## src/rtl/pipes_pkg.sv

```systemverilog
// Shared pipeline payload types and core-level sizing constants.
package pipes;

    localparam int unsigned XLEN     = 32;
    localparam int unsigned FQ_DEPTH = 4;

    typedef struct packed {
        logic [XLEN-1:0] raw_instr;
        logic [XLEN-1:0] pc;
        logic            valid;
    } fetch_data_t;

endpackage

```

## src/rtl/fetch_queue.sv

```systemverilog
// Fetch-to-decode decoupling queue: circular buffer with flush and optional empty bypass.
module fetch_queue
    import pipes::*;
#(
    parameter int unsigned DEPTH  = FQ_DEPTH,
    parameter bit          BYPASS = 1'b0
) (
    input  logic                       clk,
    input  logic                       reset,
    input  logic                       flush,
    input  logic                       in_valid,
    input  fetch_data_t                in_data,
    output logic                       in_ready,
    output logic                       out_valid,
    output fetch_data_t                out_data,
    input  logic                       out_ready,
    output logic [$clog2(DEPTH+1)-1:0] count
);

    localparam int unsigned PW = $clog2(DEPTH);
    localparam int unsigned CW = $clog2(DEPTH+1);

    fetch_data_t   mem [DEPTH];
    logic [PW-1:0] head;
    logic [PW-1:0] tail;

    logic empty_c;
    logic byp_c;
    logic push_c;
    logic pop_c;

    // Handshake decode; in_ready depends only on flush and occupancy.
    always_comb begin
        empty_c   = (count == '0);
        byp_c     = BYPASS && empty_c && in_valid;
        in_ready  = !flush && (count < CW'(DEPTH));
        out_valid = !flush && (!empty_c || byp_c);
        out_data  = '0;
        if (out_valid) begin
            out_data = empty_c ? in_data : mem[head];
        end
        // A bypassed entry taken by decode never lands in storage.
        push_c = in_valid && in_ready && !(byp_c && out_ready);
        pop_c  = out_valid && out_ready && !empty_c;
    end

    // Pointers wrap naturally through their power-of-two width.
    always_ff @(posedge clk) begin
        if (reset || flush) begin
            head  <= '0;
            tail  <= '0;
            count <= '0;
        end else begin
            if (push_c) tail <= tail + PW'(1);
            if (pop_c)  head <= head + PW'(1);
            case ({push_c, pop_c})
                2'b10:   count <= count + CW'(1);
                2'b01:   count <= count - CW'(1);
                default: count <= count;
            endcase
        end
    end

    // Storage holds no reset; validity is tracked solely by count.
    always_ff @(posedge clk) begin
        if (push_c) begin
            mem[tail] <= in_data;
        end
    end

endmodule

```

## config.mk

```make
export PLATFORM = sky130hd
export DESIGN_NAME = fetch_queue
export DESIGN_NICKNAME = d
export VERILOG_FILES = /design/src/rtl/pipes_pkg.sv /design/src/rtl/fetch_queue.sv
export SDC_FILE = /design/constraint.sdc
export NUM_CORES = 1
export LEC_CHECK = 0
export CAP_MARGIN = 20
export CELL_PAD_IN_SITES_DETAIL_PLACEMENT = 0
export CELL_PAD_IN_SITES_GLOBAL_PLACEMENT = 1
export CORE_MARGIN = 5
export CORE_UTILIZATION = 30
export DETAILED_ROUTE_END_ITERATION = 8
export HOLD_SLACK_MARGIN = 0.03
export PLACE_DENSITY_LB_ADDON = 0.25
export SLEW_MARGIN = 30
export SYNTH_ARGS = -nofsm -noshare
export SYNTH_HDL_FRONTEND = slang
export SYNTH_SLANG_ARGS = --single-unit
```

## constraint.sdc

```tcl
create_clock -name clk -period 3.87 [get_ports clk]
set_input_delay 0.387 -clock clk [delete_from_list [all_inputs] [get_ports clk]]
set_output_delay 0.387 -clock clk [all_outputs]
set_load 0.1 [all_outputs]
```

==> key figures <==
Setup path
  • Crit path max fanout: 23
  • CP arrival: 2600 ps
  • Worst r2r src: count[2]
  • Reg2Reg Setup Slack: 1770 ps
  • WP data required: 3480 ps
  • Reg2Reg Depth: 3
  • Startpoint type of the worst setup path: flip-flop
  • Critical R2R Capture: mem[1][40]
  • Crit path kind: reg2out
  • Crit end category: output port

Route
  • Vias per cell: 4.44
  • Routed Antenna Nets: 0
  • DRT Pass-1 Iters: 4
  • Vias: 4848
  • Routed wire per std cell: 19.2 um
  • DRC viols: 0
  • DRT Wirelength: 20900 um
  • DR iter-0 viols: 213

Finish
  • Area grow syn2layout: 27.2%
  • Share of layout cells above drive strength 1: 29.8%
  • Antenna cells: 0
  • NumNets Final: 699
  • Most common cell after layout, fill and taps aside: edfxtp_1
  • Commonest cells after routing, fill and taps aside: 260 x edfxtp_1, 73 x clkdlybuf4s50_1, 70 x buf_4

Timing
  • Worst relative slew slack: 34.9%
  • Unrepaired setup endpoints after global routing: no
  • Final setup violation count: 0
  • Final critical-path share of the clock period: 77.1%
  • Worst slew pin tran: 974 ps
  • Slew Viols, Final: 0
  • Fin crit period: 2980 ps
  • FMAX: 335 MHz
  • Fin Setup TNS: 0 ps
  • Clock skew: 9.57 ps
  • Final Hold Viols: 0

Floorplan
  • Die area: 38100 um^2
  • Core Area: 33700 um^2
  • FP Rows: 67
  • Die width: 195 um
  • Initial Utilization: 30.5%
  • # IOs: 140
  • Die Y-Extent: 195 um

Min path
  • Hold Path Sink: mem[3][51]
  • Worst hold path startpoint: in_data[51]
  • Hold depth: 1
  • HP Class: in2reg

Synth
  • Seq/Total Area, Yosys: 77.6%
  • Avg Cell Area, Syn: 22.1 um^2
  • Asr flop ratio synth: 0%
  • Post-synth EDFFs: 260
  • Register bit total from synthesis: 269
  • YS warnings: 0
  • Syn nets: 541
  • Synth cell types: 22
  • Mapped Area: 10300 um^2
  • Synthesized instance count: 465
  • Main synth FF type: edfxtp_1

Clock network
  • Max Buffers Root-to-Sink: 3
  • Hold-fix buffers, CTS: 0
  • Root Driver: clkbuf_16
  • CTS clk-pin slew, worst paths: 60 ps
  • Total CTS buffers: 28
  • CTS tree: yes
  • Worst-skew pair later-pin latency: 530 ps
  • Htree depth: 1
  • Cts repair resizes: 0
  • Post-CTS Setup Bufs: 0
  • CTS Sinks: 269

Global route
  • Global-route wire length before repair: 32600 um
  • Tot GR Track Use: 10.9%
  • Initial antenna violation count: 1
  • Largest net degree at the start of global routing: 38
  • Vias in the first global route: 5466
  • Global route total overflow: 0

Power
  • PwrDens: 482 nW/um^2
  • Overall Power: 6.31 mW
  • Leakage: 4.25 nW
  • Peak supply drop: 0.000304 V

Placed design
  • Buffers on Ports: 139
  • Placer Congestion: 0.700
  • Final HPWL DP: 12900 um

Run status
  • Outcome: finished, final reports clean

Run
  • Max Cap Viol: 0
[power by group]
part           internal, mW  switching [mW]  leakage [nW]
sequential             3.24          0.0106          2.44
combinational         0.129           0.200          1.35
clock                  1.69            1.04         0.463
total                  5.06            1.25          4.25
[cell families (layout without fill, tap and decap cells)]
| group | count (synthesis) | in the layout | synth area share [%] |
|---|---|---|---|
| fa+ha+maj | 6 | 6 | 0.803 |
| flops | 269 | 269 | 77.6 |
| compound gates | 8 | 8 | 0.389 |
| buf+inv | 28 | 207 | 1.56 |
| mux | 66 | 66 | 14.3 |
| xor+xnor | 3 | 3 | 0.255 |
| simple gates | 85 | 85 | 5.05 |
[synth_stat cells (2+ instances only)]
cell      number  share of area (%)
and2_1        69                4.2
o21ai_0        3               0.15
buf_2          8               0.39
nor2_1         8               0.29
edfxtp_1     260                 76
a21oi_1        5               0.24
xor2_1         2               0.17
dfxtp_1        9                1.8
clkbuf_1       8               0.29
buf_6          6               0.66
ha_1           5               0.61
mux4_2        65                 14
or3_1          3               0.18
inv_1          6               0.22
[stage by stage]
stage	area [um^2]	hold WS, ps	setup WS (ps)	std cells	utilization (%)
2_1_floorplan	10300	459	260	465	-
3_3_place_gp	12100	463	1120	1040	35.9
3_5_place_dp	12100	488	1120	1041	36.0
4_1_cts	13100	461	767	1092	38.8
5_1_grt	13100	469	711	1092	38.8
6_report	13100	495	886	1092	38.8
[state kept, by name, summed over array words and instances (netlist names), named ones only]
| name | count |
|---|---|
| count | 3 |
| head | 2 |
| mem | 260 |
| tail | 2 |
[how the worst max path moves through the flow]
| stage | startpoint | to | cells past startpoint |
|---|---|---|---|
| 2_1_floorplan | count[2] | out_data[55] | 4 |
| 3_3_place_gp | flush | out_data[6] | 5 |
| 3_5_place_dp | flush | out_data[6] | 5 |
| 4_1_cts | flip-flop | out_data[1] | 4 |
| 5_1_grt | flip-flop | out_data[1] | 4 |
| 6_report | flip-flop | out_data[1] | 4 |
[cell type report]
class	instances	area (um^2)
Tap cell	448	561
Fill cell	3109	20600
Timing Repair Buffer	150	1400
Clock buffer	35	748
Inverter	6	22.5
Sequential cell	269	8000
Clock inverter	16	201
Multi-Input combinational cell	168	2160
[per-layer routing]
| layer | vias to the layer above | track usage (%) | wire length, um |
|---|---|---|---|
| li1 | 2187 | - | - |
| met1 | 2509 | 14.5 | 9150 |
| met2 | 115 | 18.0 | 10200 |
| met3 | 35 | 2.88 | 1210 |
| met4 | 2 | 2.51 | 394 |
| met5 | - | 0 | 11 |
[critical path, stage by stage (launching register included)]
cell,delay [ps]
dfxtp_4,670
buf_4,390
mux4_2,590
and2_1,190
buf_4,230
(Power assumes the default switching activity.)
